===== src/rtl/intr_arbiter_pkg.sv =====
// Shared constants for the interrupt arbiter: IPL width and FSM state encodings.
package intr_arbiter_pkg;

   localparam int unsigned IPL_W = 3;
   localparam int unsigned ST_W  = 2;

   localparam logic [ST_W-1:0] ST_IDLE    = 2'd0;
   localparam logic [ST_W-1:0] ST_GRANT   = 2'd1;
   localparam logic [ST_W-1:0] ST_ACK     = 2'd2;
   localparam logic [ST_W-1:0] ST_RECOVER = 2'd3;

endpackage


===== src/rtl/intr_arbiter_if.sv =====
// Device-request / CPU-interrupt bundle; master is the arbiter side, slave the device+CPU side.
interface intr_arbiter_if
   import intr_arbiter_pkg::*;
#(
   parameter int unsigned NCHAN = 8,
   parameter int unsigned VEC_W = 8
);

   logic [NCHAN-1:0]       chan_req;
   logic [IPL_W*NCHAN-1:0] chan_ipl;
   logic [VEC_W*NCHAN-1:0] chan_vector;
   logic [IPL_W-1:0]       psw_ipl;
   logic                   cpu_ack;
   logic                   interrupt;
   logic [IPL_W-1:0]       interrupt_ipl;
   logic [VEC_W-1:0]       vector;
   logic [NCHAN-1:0]       chan_ack;
   logic                   busy;

   modport master (
      input  chan_req, chan_ipl, chan_vector, psw_ipl, cpu_ack,
      output interrupt, interrupt_ipl, vector, chan_ack, busy
   );

   modport slave (
      output chan_req, chan_ipl, chan_vector, psw_ipl, cpu_ack,
      input  interrupt, interrupt_ipl, vector, chan_ack, busy
   );

endinterface


===== src/rtl/intr_arbiter_pick.sv =====
// Combinational winner pick: highest eligible IPL, ties broken round-robin from rr_ptr.
module intr_arbiter_pick
   import intr_arbiter_pkg::*;
#(
   parameter int unsigned NCHAN = 8,
   parameter int unsigned IDX_W = 3
) (
   input  logic [NCHAN-1:0]       elig,
   input  logic [IPL_W*NCHAN-1:0] ipl,
   input  logic [IDX_W-1:0]       rr_ptr,
   output logic                   win_valid,
   output logic [IDX_W-1:0]       win_idx,
   output logic [IPL_W-1:0]       win_ipl
);

   logic [IPL_W-1:0] max_ipl;
   logic [NCHAN-1:0] cand;
   logic [NCHAN-1:0] rot;
   int               sel;

   // Max-IPL reduction over eligible channels
   always_comb begin
      max_ipl = '0;
      for (int i = 0; i < int'(NCHAN); i++) begin
         if (elig[i] && (ipl[IPL_W*i +: IPL_W] > max_ipl)) max_ipl = ipl[IPL_W*i +: IPL_W];
      end
   end

   // Candidates at the max level, rotated so rr_ptr lands at bit 0
   always_comb begin
      cand = '0;
      rot  = '0;
      for (int i = 0; i < int'(NCHAN); i++) begin
         cand[i] = elig[i] && (ipl[IPL_W*i +: IPL_W] == max_ipl);
      end
      for (int k = 0; k < int'(NCHAN); k++) begin
         int j;
         j = int'(rr_ptr) + k;
         if (j >= int'(NCHAN)) j = j - int'(NCHAN);
         rot[k] = cand[j];
      end
   end

   // Priority-encode the rotated mask, then un-rotate back to a channel index
   always_comb begin
      int j;
      sel = 0;
      for (int k = int'(NCHAN) - 1; k >= 0; k--) begin
         if (rot[k]) sel = k;
      end
      j = int'(rr_ptr) + sel;
      if (j >= int'(NCHAN)) j = j - int'(NCHAN);
      win_idx   = IDX_W'(j);
      win_valid = |elig;
      win_ipl   = max_ipl;
   end

endmodule


===== src/rtl/intr_arbiter.sv =====
// Interrupt arbiter: FSM, round-robin pointer and registered CPU-facing outputs.
module intr_arbiter
   import intr_arbiter_pkg::*;
#(
   parameter int unsigned NCHAN = 8,
   parameter int unsigned IDX_W = 3,
   parameter int unsigned VEC_W = 8
) (
   input logic            clk,
   input logic            reset,
   intr_arbiter_if.master bus
);

   logic [ST_W-1:0]  state_q,  state_d;
   logic [IDX_W-1:0] rr_ptr_q, rr_ptr_d;
   logic [IDX_W-1:0] win_q,    win_d;
   logic             intr_q,   intr_d;
   logic [IPL_W-1:0] ipl_q,    ipl_d;
   logic [VEC_W-1:0] vec_q,    vec_d;
   logic [NCHAN-1:0] ack_q,    ack_d;
   logic             busy_q,   busy_d;

   logic [NCHAN-1:0] elig_c;
   logic             pick_valid;
   logic [IDX_W-1:0] pick_idx;
   logic [IPL_W-1:0] pick_ipl;

   // A channel is eligible when requesting, enabled and above the CPU priority
   always_comb begin
      elig_c = '0;
      for (int i = 0; i < int'(NCHAN); i++) begin
         elig_c[i] = bus.chan_req[i]
                   && (bus.chan_ipl[IPL_W*i +: IPL_W] != '0)
                   && (bus.chan_ipl[IPL_W*i +: IPL_W] > bus.psw_ipl);
      end
   end

   intr_arbiter_pick #(
      .NCHAN (NCHAN),
      .IDX_W (IDX_W)
   ) u_pick (
      .elig      (elig_c),
      .ipl       (bus.chan_ipl),
      .rr_ptr    (rr_ptr_q),
      .win_valid (pick_valid),
      .win_idx   (pick_idx),
      .win_ipl   (pick_ipl)
   );

   // Next-state and next-output logic
   always_comb begin
      state_d  = state_q;
      rr_ptr_d = rr_ptr_q;
      win_d    = win_q;
      intr_d   = intr_q;
      ipl_d    = ipl_q;
      vec_d    = vec_q;
      ack_d    = '0;
      case (state_q)
         ST_IDLE: begin
            if (pick_valid) begin
               state_d = ST_GRANT;
               win_d   = pick_idx;
               intr_d  = 1'b1;
               ipl_d   = pick_ipl;
               vec_d   = bus.chan_vector[VEC_W*pick_idx +: VEC_W];
            end
         end
         ST_GRANT: begin
            // Acknowledge beats a simultaneous release
            if (bus.cpu_ack) begin
               state_d  = ST_ACK;
               intr_d   = 1'b0;
               ack_d    = NCHAN'(1) << win_q;
               rr_ptr_d = (win_q == IDX_W'(NCHAN - 1)) ? '0 : win_q + IDX_W'(1);
            end else if (!bus.chan_req[win_q] || (ipl_q <= bus.psw_ipl)) begin
               state_d = ST_IDLE;
               intr_d  = 1'b0;
            end
         end
         ST_ACK:     state_d = ST_RECOVER;
         ST_RECOVER: state_d = ST_IDLE;
         default:    state_d = ST_IDLE;
      endcase
      busy_d = (state_d != ST_IDLE);
   end

   // State and output registers with synchronous active-low reset
   always_ff @(posedge clk) begin
      if (!reset) begin
         state_q  <= ST_IDLE;
         rr_ptr_q <= '0;
         win_q    <= '0;
         intr_q   <= 1'b0;
         ipl_q    <= '0;
         vec_q    <= '0;
         ack_q    <= '0;
         busy_q   <= 1'b0;
      end else begin
         state_q  <= state_d;
         rr_ptr_q <= rr_ptr_d;
         win_q    <= win_d;
         intr_q   <= intr_d;
         ipl_q    <= ipl_d;
         vec_q    <= vec_d;
         ack_q    <= ack_d;
         busy_q   <= busy_d;
      end
   end

   assign bus.interrupt     = intr_q;
   assign bus.interrupt_ipl = ipl_q;
   assign bus.vector        = vec_q;
   assign bus.chan_ack      = ack_q;
   assign bus.busy          = busy_q;

endmodule

===== src/flat_wrapper.sv =====
// flat-port wrapper written by rule: the top's interface ports become plain ports
module intr_arbiter_flat import intr_arbiter_pkg::*;
#(
   parameter int unsigned NCHAN = 8,
   parameter int unsigned IDX_W = 3,
   parameter int unsigned VEC_W = 8
)
  (clk, reset, bus_chan_req, bus_chan_ipl, bus_chan_vector, bus_psw_ipl, bus_cpu_ack, bus_interrupt, bus_interrupt_ipl, bus_vector, bus_chan_ack, bus_busy);
  intr_arbiter_if #(.NCHAN(NCHAN), .VEC_W(VEC_W)) bus_i ();
  input logic clk;
  input logic reset;
  input wire logic [$bits(bus_i.chan_req)-1:0] bus_chan_req;
  input wire logic [$bits(bus_i.chan_ipl)-1:0] bus_chan_ipl;
  input wire logic [$bits(bus_i.chan_vector)-1:0] bus_chan_vector;
  input wire logic [$bits(bus_i.psw_ipl)-1:0] bus_psw_ipl;
  input wire logic [$bits(bus_i.cpu_ack)-1:0] bus_cpu_ack;
  output wire logic [$bits(bus_i.interrupt)-1:0] bus_interrupt;
  output wire logic [$bits(bus_i.interrupt_ipl)-1:0] bus_interrupt_ipl;
  output wire logic [$bits(bus_i.vector)-1:0] bus_vector;
  output wire logic [$bits(bus_i.chan_ack)-1:0] bus_chan_ack;
  output wire logic [$bits(bus_i.busy)-1:0] bus_busy;
  assign bus_i.chan_req = bus_chan_req;
  assign bus_i.chan_ipl = bus_chan_ipl;
  assign bus_i.chan_vector = bus_chan_vector;
  assign bus_i.psw_ipl = bus_psw_ipl;
  assign bus_i.cpu_ack = bus_cpu_ack;
  assign bus_interrupt = bus_i.interrupt;
  assign bus_interrupt_ipl = bus_i.interrupt_ipl;
  assign bus_vector = bus_i.vector;
  assign bus_chan_ack = bus_i.chan_ack;
  assign bus_busy = bus_i.busy;
  intr_arbiter #(.NCHAN(NCHAN), .IDX_W(IDX_W), .VEC_W(VEC_W)) u_core (.clk(clk), .reset(reset), .bus(bus_i));
endmodule

===== config.mk =====
export PLATFORM = sky130hd
export DESIGN_NAME = intr_arbiter_flat
export DESIGN_NICKNAME = d
export VERILOG_FILES = /design/src/rtl/intr_arbiter_pkg.sv /design/src/rtl/intr_arbiter_if.sv /design/src/rtl/intr_arbiter_pick.sv /design/src/rtl/intr_arbiter.sv /design/src/flat_wrapper.sv
export SDC_FILE = /design/constraint.sdc
export NUM_CORES = 1
export LEC_CHECK = 0
export BUFFER_PORTS_ARGS = -buffer_cell sky130_fd_sc_hd__buf_2
export CAP_MARGIN = 20
export CORE_MARGIN = 4
export CORE_UTILIZATION = 55
export DETAILED_ROUTE_END_ITERATION = 8
export PLACE_DENSITY = 0.83
export SLEW_MARGIN = 15
export SYNTH_ARGS = -nofsm -noshare
export SYNTH_HDL_FRONTEND = slang
export SYNTH_SLANG_ARGS = --single-unit

===== constraint.sdc =====
create_clock -name clk -period 17 [get_ports clk]
set_input_delay 1.7 -clock clk [delete_from_list [all_inputs] [get_ports clk]]
set_output_delay 1.7 -clock clk [all_outputs]
set_load 0.03 [all_outputs]

[Word-level counts from Yosys, hierarchy flattened]
Index checks and enable logic that the tools add are counted.
Cells by class
  $mul: 0
  add/sub/neg operators: 18
  equal/unequal tests: 14
  magnitude comparators: 35
  shift operators: 2
  divide/modulo/power cells: 0
  bitwise operators: 0
  reductions and logical operators: 50
  mux-type cells: 60
Operator list (number)
  2-to-1 mux 32 bit: 15
  < comparator 32 x 5 -> 1 bit, second input constant: 8
  variable part select 64 x 7 -> 8 bit: 1
  > comparator 3 bit: 15
  subtractor 4 x 4 -> 5 bit, second input constant: 7
  2-to-1 mux 3 bit: 11
  adder 4 x 32 -> 32 bit: 1
  >= comparator 32 x 5 -> 1 bit, second input constant: 1
  logical AND 1 bit: 32
  >= comparator 4 bit, second input constant: 7
  binary-select mux 1 bit (select 3 bit): 9
  == test 3 bit: 8
  nonzero test 3 bit: 8
  2-to-1 mux 1 bit: 20
  adder 3 x 3 -> 4 bit, second input constant: 4
  adder 3 x 2 -> 4 bit, second input constant: 2
  case mux 2 bit (4 select lines): 1
  OR reduction 8 bit: 1
  left shift 1 x 3 -> 8 bit, first input constant: 1
  2-to-1 mux 2 bit: 3
  AND reduction 3 bit: 2
  subtractor 3 x 4 -> 5 bit, second input constant: 1
  adder 3 x 1 -> 4 bit, second input constant: 1
  == test 2 bit, second input constant: 2
  16 further kinds: 18
Word-level totals
  memory bits (read-only): 0
  memories kept: 0
  register bits: 29
  output and inout port bits: 21
  bits in writable memories: 0
  word-level logic and storage cells: 187
  bits in latches: 0

[Depth between registers and ports, before layout]
  depth after elaboration: 43
  mapped depth: 69
  gate-level depth less buffers: 68

[Hierarchy]
A second synthesis with hierarchy kept.
Unflattened totals
  cells, all modules: 518
  area, all modules: 4304.1 um^2
By module, submodules not included
  intr_arbiter: times used 1, area an instance 2268.4 um^2, cells each 233, seq. area each 580.6 um^2
  intr_arbiter_pick: times used 1, area an instance 2035.7 um^2, cells each 285, seq. area each 0.0 um^2

[Least setup slack after synthesis]
Ideal clock, no wire load.
  kind: in2reg
  start point: input port bus_psw_ipl[2]
  end point: register u_core.vec_q[0], in the netlist u_core.bus.vector[0]
  data arrival time: 14.881 ns
  slack: 1.996 ns
  cell stages on the path: 63
  library setup time: 0.123 ns
  data required time: 16.877 ns
  cell sequence: inv_1 > ha_1 > and3b_1 > o211a_1 > nand2_1 > ha_1 > a32oi_1 > nand3_1 > o21ai_0 > ha_1 > o21ba_2 > nor2_1 > nand4_1 > o311ai_2 > maj3_2 > and3_4 > nor2_1 > ha_1 > [27 not listed] > nand2_1 > mux2i_2 > xnor2_1 > or4b_1 > a31o_2 > mux2_2 > mux4_2 > a31oi_1 > o21ai_0 > a21oi_1 > a2111oi_0 > ha_1 > clkbuf_1 > buf_1 > mux4_2 > o22a_1 > nor2_1 > a211oi_1
Between the ends
  cells in the longest elaborated chain, start to end: 42
  elaborated cells on any way between the ends: 94
  those cells by class: add/sub (2); order compare (16); eq/ne (8); shift (1); mux (41); reduce/logical (26)
RTL lines
  from (decl): RTL line flat_wrapper.sv:15  | input wire logic [$bits(bus_i.psw_ipl)-1:0] bus_psw_ipl;
  > comparator 3 bit: RTL line intr_arbiter.sv:34  | && (bus.chan_ipl[IPL_W*i +: IPL_W] > bus.psw_ipl);
  logical AND 1 bit: RTL line intr_arbiter.sv:34
  logical AND 1 bit: RTL line intr_arbiter_pick.sv:25  | if (elig[i] && (ipl[IPL_W*i +: IPL_W] > max_ipl)) max_ipl = ipl[IPL_W*i +: IPL_W];
  2-to-1 mux 3 bit: RTL line intr_arbiter_pick.sv:25
  > comparator 3 bit: RTL line intr_arbiter_pick.sv:25
  logical AND 1 bit: RTL line intr_arbiter_pick.sv:25
  2-to-1 mux 3 bit: RTL line intr_arbiter_pick.sv:25
  > comparator 3 bit: RTL line intr_arbiter_pick.sv:25
  [22 not listed]
  2-to-1 mux 3 bit: RTL line intr_arbiter_pick.sv:49  | if (rot[k]) sel = k;
  2-to-1 mux 32 bit (6 in a row): RTL line intr_arbiter_pick.sv:49
  2-to-1 mux 32 bit *: RTL line intr_arbiter_pick.sv:49
  adder 4 x 32 -> 32 bit *: RTL line intr_arbiter_pick.sv:51  | j = int'(rr_ptr) + sel;
  >= comparator 32 x 5 -> 1 bit / subtractor 3 x 1 -> 3 bit (equally long branches): RTL line intr_arbiter_pick.sv:52  | if (j >= int'(NCHAN)) j = j - int'(NCHAN);
  2-to-1 mux 3 bit *: RTL line intr_arbiter_pick.sv:52
  via u_core.pick_idx[0]: RTL line intr_arbiter.sv:25  | logic [IDX_W-1:0] pick_idx;
  variable part select 64 x 7 -> 8 bit *: RTL line intr_arbiter.sv:66  | vec_d = bus.chan_vector[VEC_W*pick_idx +: VEC_W];
  to (signal assigned): RTL line intr_arbiter.sv:105  | vec_q <= vec_d;
  to (decl): RTL line intr_arbiter.sv:19  | logic [VEC_W-1:0] vec_q, vec_d;
Mark *: on every way through the listed nets, which the timed path passes. The rest lies on a longest branch. The select of a mux whose other input is x is not followed.
A chain may end at the register's enable or synchronous reset.

[Worst setup path in the final report]
  start point: input port bus_psw_ipl[2]
  end point: register u_core.vec_q[7], in the netlist u_core.bus.vector[7]
Same word-level chain as after synthesis.

==> impl_metrics.ini <==
[timing]
fin_crit_ns = 16.00
setup-violations-final = 0
relSlewSlack = 0.504
report.final.slew_viol_count = 0
max_freq_mhz = 62.5
period_share = 0.941
tightest_slew_ns = 0.726
skew_ns = 0.00471
hold_violations = 0

[power_and_ir_drop]
power_density_nw_per_um2 = 99.6
peakVddDrop_v = 0.0000509
leakage_uw = 0.00231

[synth]
synth_area_um2 = 4530
ys_warn_count = 0
synth-edff-count = 0
syn-num-nets = 685
synth_flop_cell = dfxtp_1
ys_seq_elements = 29
syn_inst = 536
synth.distinct_cells = 83
ys_seq_area_frac = 0.128
syn_avg_cell_area_um2 = 8.45
asyncSetResetFlopFracSynth = 0

[detailed_routing]
vias = 4962
viasPerCell = 6.61
wl_per_cell_um = 19.5
drc_errors = 0
drt_first_pass_iters = 4
routed_wl_um = 14700
drtIter0Drc = 455
ant_nets = 0

[placement]
place_area_um2 = 5200
numPortBuffers = 122
dp_hpwl_um = 11900
placed_cells = 741
place_congestion = 0.942

[cells_and_area]
final_area_um2 = 5330
syn2layout_area_growth_pct = 17.6
num_antenna_cells = 0
drive_gt1_frac = 0.307
fillCellCount = 646
final_cell_mix = 122 x buf_2, 46 x ha_1, 36 x nor2_1, 33 x inv_1
layout_commonest_cell = buf_2
final_nets = 797
final_cells = 751

[global_routing]
gr-total-overflow = 0
grt_pass1_vias = 4792
grt_pass1_wl_um = 23600
grt_max_degree = 24
grtUsageTotal = 0.293
antenna_found_initial = 0

[worst_hold_path]
hp-class = flip-flop to flip-flop

[clocking]
cts_buffers = 5
clock-sinks = 29
cts_tree = done
htree_levels = 2
ctsHoldBuffers = 0
insertion_delay_ns = 0.29
clk_pin_slew_ns = 0.06
cts_root_buf = clkbuf_8
clock_path_buffers = 2

[die]
design.core.area_um2 = 7890
std_cell_rows = 32
dieArea_um2 = 9750
initial_utilization = 0.574
die_w_um = 98.8
die_y_um = 98.8
boundaryPins = 123

[setup_path]
critPathKind = input pin to flip-flop
reg2reg_to = u_core.bus.vector[7]
slowest_delay_ns = 0.84
r2r-start = u_core.rr_ptr_q[1]
crit_end = u_core.bus.vector[7]
crit_path_max_fanout = 16
startpoint = bus_psw_ipl[2]
endpoint_kind = flip-flop
ff2ff_path_depth = 12
cp.required_ns = 17.18
cp_slowest_cell = fa_2
path_common_cell = ha_1
arrival_ns = 16.18
startpoint_type = input pin
regToRegSetupSlack_ns = 12.44

[run]
drv_cap = 0

[status]
status = complete, no violations
-- per-stage QoR --
stage	setup WS, ns	hold WS [ns]	TNS, ns	total power (µW)	utilization
after floorplan	2.00	0.497	0	373	-
after global placement	1.00	0.466	0	444	0.659
after detailed placement	0.395	0.508	0	456	0.659
after CTS	0.697	0.516	0	521	0.672
after global routing	-0.0367	0.574	-0.0675	569	0.676
final	1.00	0.517	0	531	0.676
-- layer usage --
layer  GRT usage  wire length [µm]  up-vias
li1            -                 -     2318
met1       0.411              5930     2367
met2       0.471              7060      259
met3      0.0510              1480       18
met4      0.0672               192        0
met5           0                 0        -
-- cell families (layout without fill, tap and decap cells) --
family	Yosys count	count (layout)	share of synthesized area
XOR/XNOR	20	20	0.0403
AND/OR/NAND/NOR	169	169	0.197
adder cells (fa/ha/maj)	49	49	0.136
multiplexers	37	37	0.150
buffers and inverters	56	169	0.0505
AO/OA/AOI/OAI	176	176	0.298
flip-flops	29	29	0.128
-- area by class of cell --
class                           instances  area (µm²)  area share
Inverter                               34         128      0.0239
Multi-Input combinational cell        451        3740       0.703
Clock buffer                            7        96.3      0.0181
Tap cell                              102         128      0.0239
Sequential cell                        29         581       0.109
Timing Repair Buffer                  127         648       0.122
Clock inverter                          1        5.00    0.000939
-- synthesized netlist by cell type, drive strengths merged, types with 6 or more instances --
library cell | instances | area [µm²]
inv | 34 | 128
mux2i | 9 | 93.8
nor3 | 13 | 65.1
ha | 46 | 576
or2 | 7 | 43.8
o31ai | 7 | 90.1
o22ai | 12 | 75.1
and3 | 13 | 86.3
nor2 | 36 | 135
a211oi | 13 | 108
and2 | 14 | 87.6
mux4 | 24 | 541
a31oi | 7 | 50.1
dfxtp | 29 | 581
clkbuf | 17 | 63.8
xnor2 | 17 | 156
a21oi | 24 | 128
o22a | 8 | 70.1
nand2 | 31 | 116
nand3 | 18 | 95.1
o21ai | 33 | 165
o21a | 9 | 70.1
o211ai | 7 | 66.3
nand4 | 8 | 50.1
nor2b | 6 | 37.5
-- report_power, final --
group | internal [µW] | switching, µW | total [µW]
Sequential | 83.1 | 17.1 | 100
Combinational | 163 | 203 | 366
Clock | 36.5 | 27.5 | 64.0
Total | 283 | 248 | 531
-- worst min path at each step --
stage          cells past startpoint  slack [ns]                 start              endpoint
2_1_floorplan                      2        0.50       u_core.win_q[2]       u_core.win_q[2]
3_3_place_gp                       2        0.47  u_core.bus.interrupt  u_core.bus.interrupt
3_5_place_dp                       2        0.51  u_core.bus.interrupt  u_core.bus.interrupt
4_1_cts                            2        0.52  u_core.bus.interrupt  u_core.bus.interrupt
5_1_grt                            2        0.57  u_core.bus.interrupt  u_core.bus.interrupt
6_report                           2        0.52  u_core.bus.interrupt  u_core.bus.interrupt
-- state kept, by name (all words and copies together) (netlist names) --
register,cells
u_core.state_q,2
u_core.rr_ptr_q,3
u_core.bus.interrupt_ipl,3
u_core.win_q,3
u_core.bus.chan_ack,8
u_core.bus.busy,1
u_core.bus.interrupt,1
u_core.bus.vector,8
-- timing repair --
item / 4_1_cts / 5_1_grt
resized for setup: 0 / 4
endpoints found under the hold margin: 0 / 0
endpoints found under the setup margin: 0 / 9
buffers inserted: 0 / 2
-- critical path, delay by kind of cell --
family	cells	cell delay, ns
AOI/OAI and AO/OA	29	5.72
adders and majority gates	12	3.91
and+or+nand+nor	14	2.43
muxes	5	1.68
buffers and inverters	4	0.68
Note: power is estimated with default switching activity, not from simulation.
